<file path="src/rtl/ysyx_24110006_wbu_pkg.sv">
// ysyx_24110006_wbu_pkg: shared encodings for the write-back unit (result select, load funct3, reset PC, FSM state)
package ysyx_24110006_wbu_pkg;
  localparam logic [1:0] WB_SEL_ALU  = 2'd0;
  localparam logic [1:0] WB_SEL_LOAD = 2'd1;
  localparam logic [1:0] WB_SEL_PC4  = 2'd2;
  localparam logic [1:0] WB_SEL_CSR  = 2'd3;
  localparam logic [2:0] LOAD_FN_LB  = 3'd0;
  localparam logic [2:0] LOAD_FN_LH  = 3'd1;
  localparam logic [2:0] LOAD_FN_LW  = 3'd2;
  localparam logic [2:0] LOAD_FN_LBU = 3'd4;
  localparam logic [2:0] LOAD_FN_LHU = 3'd5;
  localparam logic [31:0] RESET_PC   = 32'h8000_0000;
  typedef enum logic {EMPTY, FULL} wbu_state_t;
endpackage

</file>
<file path="src/rtl/ysyx_24110006_wbu_load_ext.sv">
// ysyx_24110006_load_ext: combinational load aligner/sign-extender; raw word + funct3 + byte offset -> data
module ysyx_24110006_load_ext
  import ysyx_24110006_wbu_pkg::*;
#(
  parameter int DATA_WIDTH = 32
) (
  input  logic [DATA_WIDTH-1:0] raw,
  input  logic [2:0]            fn,
  input  logic [1:0]            off,
  output logic [DATA_WIDTH-1:0] data
);
  logic [7:0]  b;
  logic [15:0] h;
  always_comb begin
    b = off[1] ? (off[0] ? raw[31:24] : raw[23:16]) : (off[0] ? raw[15:8] : raw[7:0]);
    h = off[1] ? raw[31:16] : raw[15:0];
    data = fn == LOAD_FN_LB  ? {{(DATA_WIDTH-8){b[7]}}, b} :
           fn == LOAD_FN_LBU ? {{(DATA_WIDTH-8){1'b0}}, b} :
           fn == LOAD_FN_LH  ? {{(DATA_WIDTH-16){h[15]}}, h} :
           fn == LOAD_FN_LHU ? {{(DATA_WIDTH-16){1'b0}}, h} : raw;
  end
endmodule

</file>
<file path="src/rtl/ysyx_24110006_wbu.sv">
// ysyx_24110006_wbu: one-entry write-back stage; LSU handshake in, register-file write + IFU commit out
//   upstream:  i_valid/o_ready, i_rd, i_rd_wen, i_wb_sel, i_alu_result, i_load_raw, i_load_fn, i_csr_rdata, i_pc, i_next_pc
//   regfile:   o_rf_waddr, o_rf_wdata, o_rf_wen (registered), o_rf_valid (= retire)
//   commit:    o_commit_valid/i_commit_ready, o_commit_pc, o_next_pc
//   WBU_FWD_EN adds o_fwd_valid, o_fwd_rd, o_fwd_data for the decode bypass
module ysyx_24110006_wbu
  import ysyx_24110006_wbu_pkg::*;
#(
  parameter int ADDR_WIDTH = 5,
  parameter int DATA_WIDTH = 32
) (
  input  logic                  i_clock,
  input  logic                  i_reset,
  input  logic                  i_valid,
  output logic                  o_ready,
  input  logic [ADDR_WIDTH-1:0] i_rd,
  input  logic                  i_rd_wen,
  input  logic [1:0]            i_wb_sel,
  input  logic [DATA_WIDTH-1:0] i_alu_result,
  input  logic [DATA_WIDTH-1:0] i_load_raw,
  input  logic [2:0]            i_load_fn,
  input  logic [DATA_WIDTH-1:0] i_csr_rdata,
  input  logic [DATA_WIDTH-1:0] i_pc,
  input  logic [DATA_WIDTH-1:0] i_next_pc,
  output logic [ADDR_WIDTH-1:0] o_rf_waddr,
  output logic [DATA_WIDTH-1:0] o_rf_wdata,
  output logic                  o_rf_wen,
  output logic                  o_rf_valid,
  output logic                  o_commit_valid,
  input  logic                  i_commit_ready,
  output logic [DATA_WIDTH-1:0] o_commit_pc,
`ifdef WBU_FWD_EN
  output logic                  o_fwd_valid,
  output logic [ADDR_WIDTH-1:0] o_fwd_rd,
  output logic [DATA_WIDTH-1:0] o_fwd_data,
`endif
  output logic [DATA_WIDTH-1:0] o_next_pc
);
  wbu_state_t state_q, state_d;
  logic accept, retire;
  logic [DATA_WIDTH-1:0] load_data, wb_data;
  ysyx_24110006_load_ext #(.DATA_WIDTH(DATA_WIDTH)) u_load_ext (
    .raw  (i_load_raw),
    .fn   (i_load_fn),
    .off  (i_alu_result[1:0]),
    .data (load_data)
  );
  // commit is masked during reset so a discarded entry never reaches the register file
  always_comb begin
    o_commit_valid = (state_q == FULL) & ~i_reset;
    o_ready = (state_q == EMPTY) | i_commit_ready;
    retire = o_commit_valid & i_commit_ready;
    accept = i_valid & o_ready;
    o_rf_valid = retire;
    state_d = accept ? FULL : retire ? EMPTY : state_q;
    wb_data = i_wb_sel == WB_SEL_LOAD ? load_data :
              i_wb_sel == WB_SEL_PC4  ? i_pc + DATA_WIDTH'(4) :
              i_wb_sel == WB_SEL_CSR  ? i_csr_rdata : i_alu_result;
  end
  always_ff @(posedge i_clock)
    if (i_reset) state_q <= EMPTY;
    else state_q <= state_d;
  always_ff @(posedge i_clock) begin
    if (i_reset) begin
      o_rf_waddr <= '0;
      o_rf_wdata <= '0;
      o_rf_wen <= 1'b0;
      o_commit_pc <= '0;
      o_next_pc <= '0;
    end else if (accept) begin
      o_rf_waddr <= i_rd;
      o_rf_wdata <= wb_data;
      o_rf_wen <= i_rd_wen & (i_rd != '0);
      o_commit_pc <= i_pc;
      o_next_pc <= i_next_pc;
    end
  end
`ifdef WBU_FWD_EN
  assign o_fwd_valid = o_commit_valid & o_rf_wen;
  assign o_fwd_rd = o_rf_waddr;
  assign o_fwd_data = o_rf_wdata;
`endif
endmodule

</file>
<file path="config.mk">
export PLATFORM = sky130hd
export DESIGN_NAME = ysyx_24110006_wbu
export DESIGN_NICKNAME = d
export VERILOG_FILES = /design/src/rtl/ysyx_24110006_wbu_pkg.sv /design/src/rtl/ysyx_24110006_wbu_load_ext.sv /design/src/rtl/ysyx_24110006_wbu.sv
export SDC_FILE = /design/constraint.sdc
export NUM_CORES = 1
export LEC_CHECK = 0
export BUFFER_PORTS_ARGS = -buffer_cell sky130_fd_sc_hd__buf_2
export CELL_PAD_IN_SITES_DETAIL_PLACEMENT = 0
export CELL_PAD_IN_SITES_GLOBAL_PLACEMENT = 1
export CORE_UTILIZATION = 33
export DETAILED_ROUTE_END_ITERATION = 6
export GPL_TIMING_DRIVEN = 0
export PLACE_DENSITY_LB_ADDON = 0.25
export SKIP_LAST_GASP = 1
export SYNTH_ARGS = -nofsm -noshare
export SYNTH_HDL_FRONTEND = slang
export SYNTH_HIERARCHICAL = 1
export SYNTH_SLANG_ARGS = --single-unit
</file>
<file path="constraint.sdc">
create_clock -name i_clock -period 3 [get_ports i_clock]
set_input_delay 0.75 -clock i_clock [delete_from_list [all_inputs] [get_ports i_clock]]
set_output_delay 0.75 -clock i_clock [all_outputs]
set_load 0.005 [all_outputs]
</file>
## Word-level counts from Yosys, hierarchy flattened

Cells that the tools add are included.

- Add/sub/neg operators: 1
- Eq/ne operators: 6
- Mux-type cells: 13
- Bitwise logic cells: 7
- Reduce and logical (&&, ||, !) cells: 3

Operators with widths:

| operator | count |
|---|---|
| 32-bit two-way mux | 7 |
| 32-bit by 3-bit adder with 32-bit output (second input constant) | 1 |
| 8-bit two-way mux | 3 |
| 16-bit two-way mux | 1 |
| 3-bit == test (second input constant) | 2 |
| 5-bit nonzero test | 1 |
| 1-bit AND | 4 |
| 2-bit == test (second input constant) | 2 |
| 3-bit by 1-bit == test with 1-bit output (second input constant) | 1 |
| 3-bit zero test | 1 |
| 2-bit by 1-bit == test with 1-bit output (second input constant) | 1 |
| 1-bit two-way mux | 2 |
| 1-bit NOT | 2 |
| 2-bit nonzero test | 1 |
| 1-bit bitwise OR | 1 |

- Register bits: 103
- Input bits: 175
- Output and inout port bits: 105
- Word-level logic and storage cells: 36

## Logic depth before layout (Yosys ltp)

- Depth in word-level cells: 6
- Mapped depth: 10
- Mapped depth without buffers: 8

## Hierarchy

The synthesis kept the hierarchy.

By module, submodules not included:

| module | instances | cells an instance | area an instance (um^2) | sequential area each (um^2) |
|---|---|---|---|---|
| ysyx_24110006_wbu | 1 | 608 | 4926.0 | 2062.0 |
| ysyx_24110006_load_ext | 1 | 126 | 922.1 | 0.0 |

## Least setup slack after synthesis

No wires, ideal clock.

- Path type: input port to flip-flop
- Start: input i_alu_result[0]
- End: register o_rf_wdata[15]
- Setup time: 0.117 ns
- Arrival: 2.405 ns
- Required time: 2.883 ns
- Setup slack: 0.477 ns
- Cell stages on the path: 7
- Buffers on the path: 1
- Cells stage by stage: buf_6 mux4_2 nor3b_4 a221o_1 mux2_2 o22a_1 a32o_1

- Cells in the longest elaborated chain, start to end: 4
- Elaborated cells on any way between the ends: 5
- Those cells by class: mux (5)

Ends and longest elaborated chain:

| element | line | text |
|---|---|---|
| from (decl) | ysyx_24110006_wbu.sv:19 | `input logic [DATA_WIDTH-1:0] i_alu_result,` |
| 8-bit two-way mux | ysyx_24110006_wbu_load_ext.sv:15 | `b = off[1] ? (off[0] ? raw[31:24] : raw[23:16]) : (off[0] ? raw[15:8] : raw[7:0]);` |
| 8-bit two-way mux * | ysyx_24110006_wbu_load_ext.sv:15 |  |
| 32-bit two-way mux * | ysyx_24110006_wbu_load_ext.sv:17 | `data = fn == LOAD_FN_LB ? {{(DATA_WIDTH-8){b[7]}}, b} :` |
| via load_data[15] | ysyx_24110006_wbu.sv:41 | `logic [DATA_WIDTH-1:0] load_data, wb_data;` |
| 32-bit two-way mux * | ysyx_24110006_wbu.sv:56 | `wb_data = i_wb_sel == WB_SEL_LOAD ? load_data :` |
| to (signal assigned) | ysyx_24110006_wbu.sv:72 | `o_rf_wdata <= wb_data;` |
| to (decl) | ysyx_24110006_wbu.sv:26 | `output logic [DATA_WIDTH-1:0] o_rf_wdata,` |

The timed path passes the listed nets; every way through them passes the cells marked *.
A chain may end at the register's enable or synchronous reset.

## Worst setup path in the final report

- Start: input i_alu_result[1]
- End: register o_rf_wdata[6]

- Cells in the longest elaborated chain, start to end: 6
- Elaborated cells on any way between the ends: 7
- Those cells by class: mux (7)

Ends and longest elaborated chain:

| element | line | text |
|---|---|---|
| 16-bit two-way mux | ysyx_24110006_wbu_load_ext.sv:16 | `h = off[1] ? raw[31:16] : raw[15:0];` |
| 32-bit two-way mux | ysyx_24110006_wbu_load_ext.sv:20 | `fn == LOAD_FN_LHU ? {{(DATA_WIDTH-16){1'b0}}, h} : raw;` |
| 32-bit two-way mux | ysyx_24110006_wbu_load_ext.sv:19 | `fn == LOAD_FN_LH ? {{(DATA_WIDTH-16){h[15]}}, h} :` |
| 32-bit two-way mux | ysyx_24110006_wbu_load_ext.sv:18 | `fn == LOAD_FN_LBU ? {{(DATA_WIDTH-8){1'b0}}, b} :` |
| 32-bit two-way mux * | ysyx_24110006_wbu_load_ext.sv:17 |  |
| via load_data[6] | ysyx_24110006_wbu.sv:41 |  |
| 32-bit two-way mux * | ysyx_24110006_wbu.sv:56 |  |

Marked as above.

==> flow_metrics.tcl <==
set metrics [dict create \
    status "finished clean" \
    die_x_um 135.1 \
    fillers 1877 \
    hold_path_class "reg2reg" \
    cp_max_fo 10 \
    drt_iter0_drc 466 \
    fp.dieH_um 135.1 \
    hold_viol 0 \
    coreArea_um2 17300 \
    synth-simple-area-share 0.2456 \
    power_density_nw_per_um2 454.4 \
    synth_compound_area_frac 0.2161 \
    synth_adder_area_share 0.002139 \
    ir_drop_uv 256.8 \
    ant_nets 0 \
    wl_per_cell_um 18.68 \
    port-buffer-count 275 \
    async_flop_share 0 \
    design_area_um2 7819 \
    postCtsSetupBuffers 0 \
    synth_top_area_cell "dfxtp_1" \
    multi_input_area_um2 3463 \
    cts.repair.resized 0 \
    dp_hpwl_um 18610 \
    yosysTopAreaCellShare 0.3526 \
    drtPass1Iterations 5 \
    cp.arrival_ns 2.75 \
    critical_path_class "in2reg" \
    clk_pin_slew_ns 0.07 \
    p_leak_nw 3.502 \
    fin_nets 1196 \
    rsz0062_at_grt "no" \
    ctsHoldBuffers 0 \
    cp.required_ns 3.21 \
    fin_crit_ns 2.539 \
    synth_top_family_by_area "simple AND/OR/NAND/NOR gates" \
    clock-sinks 103 \
    setup_tns_ns 0 \
    cp-end-kind "flop" \
    synth_xor_area_frac 0.03445 \
    worst_slew_pin_slew_ns 0.8364 \
    cts_tree "built" \
    yosysSeqAreaShare 0.3526 \
    die-area_um2 18260 \
    antenna_found_initial 3 \
    period_share 0.8463 \
    viasPerCell 5.242 \
    cts_max_path_buffers 2 \
    setup_viol 0 \
    num_rows 48 \
    syn_inst 734 \
    seqCellArea_um2 2062 \
    grtUsageTotal 0.2552 \
    ys_warn_count 6 \
    place.gp.congestion 0.9578 \
    final_cell_mix "buf_2, nand2_1, dfxtp_1, a21oi_1, clkbuf_1" \
    io_pins 280 \
    start_util 0.3381 \
    post_route_cells_drive_above_1_share 0.3496 \
    synthTopCellsByArea "dfxtp_1, nand2_1, a21oi_1" \
    cp-start-kind "input port" \
    grt_overflow 0 \
    wirelength_um 23390 \
    syn_area_um2 5848 \
    synth_cell_types 62 \
    vias 6563 \
    report.final.slew_viol_count 0 \
    max_freq_ghz 0.3939 \
    synthMuxAreaShare 0.09392 \
    syn_to_final_growth_pct 33.70 \
    ys_ff_latch 103 \
    layout_commonest_cell "buf_2" \
    cts-root-buf "clkbuf_16" \
    synth_fp_nets 910 \
    relSlewSlack 0.4403 \
    grt_max_degree 17 \
    dpl_cell_area_um2 7506 \
    holdWs_ns 0.4500 \
    insertion_delay_ns 0.35 \
    ys.flop_type "dfxtp_1" \
    synth-edff-count 0 \
    drc 0 \
    cts_max_level 3 \
    fin_util 0.4520 \
    numCtsBuffers 9 \
    finClkSkew_ns 0.008910 \
    drv_cap 0 \
    grt_pass1_wl_um 34930 \
    grt_pass1_vias 6197 \
    syn_area_per_cell_um2 7.967 \
]
metrics by stage:
stage	power (W)	std cells	setup WS [ns]
2_1_floorplan	0.001944	734	0.4772
3_3_place_gp	0.002343	1234	0.1468
3_5_place_dp	0.002345	1234	0.1756
4_1_cts	0.003577	1249	0.5335
5_1_grt	0.003718	1251	0.3513
6_report	0.003553	1252	0.4612
cell type report:
cell class	count	area share
sequential	103	0.2637
antenna	3	0.0009602
multi-input combinational	562	0.4430
inverter	5	0.002400
tap	225	0.03601
buffer	64	0.03889
clock inverter	4	0.006721
timing repair buffer	275	0.1760
clock buffer	11	0.03233
cell families after synthesis:
logic type / after synthesis
simple gates: 294
compound gates: 202
flops: 103
buf+inv: 69
mux: 42
xor+xnor: 23
fa+ha+maj: 1
cells in the mapped netlist, types with 7 or more instances:
library cell	count
a21oi_1	87
a221o_1	17
a22o_1	9
a31oi_1	7
buf_1	8
buf_2	20
clkbuf_1	29
dfxtp_1	103
mux2_2	19
mux2i_1	13
mux4_2	8
nand2_1	195
nand3_1	15
nand3b_1	7
nand4_1	8
nor2_1	18
o211ai_1	11
o21ai_0	22
o21ai_1	13
o221ai_1	8
o22ai_1	12
or4b_1	7
xnor2_1	8
xor2_1	15
report_power, final:
group	total (W)	switching (W)	internal, W	leakage [nW]
clock	0.00123	0.000538	0.000693	0.152
combinational	0.000819	0.000464	0.000355	2.50
sequential	0.00150	0.0000429	0.00146	0.849
worst max-delay path: stages:
cell and delay, ns:
buf_2 0.10, buf_6 0.14, buf_2 0.28, mux2_2 0.40
a221o_1 0.35, mux2i_1 0.18, nor2_1 0.06, a221oi_1 0.36
a211oi_1 0.13
metal layers:
metal,global-route usage,part of all wire
met1,0.3392,0.44
met2,0.3986,0.45
met3,0.06269,0.085
met4,0.09238,0.027
met5,0,0.00077
flip-flops by register name, indices dropped and copies added, names as in the netlist:
| signal | count |
|---|---|
| o_commit_pc | 32 |
| o_next_pc | 32 |
| o_rf_wdata | 32 |
| o_rf_waddr | 5 |
| o_rf_wen | 1 |
| state_q | 1 |
final timing paths:
check / start / to / slack, ns / cells after the start
setup / recovery: i_alu_result[1] / o_rf_wdata[6] / 0.46 / 9
hold / removal: o_rf_wdata[16] / o_rf_wdata[16] / 0.45 / 2
setup reg to reg: state_q / o_rf_wdata[20] / 1.13 / 6
hold reg to reg: o_rf_wdata[16] / o_rf_wdata[16] / 0.45 / 2
Power figures use the tool's default switching activity.
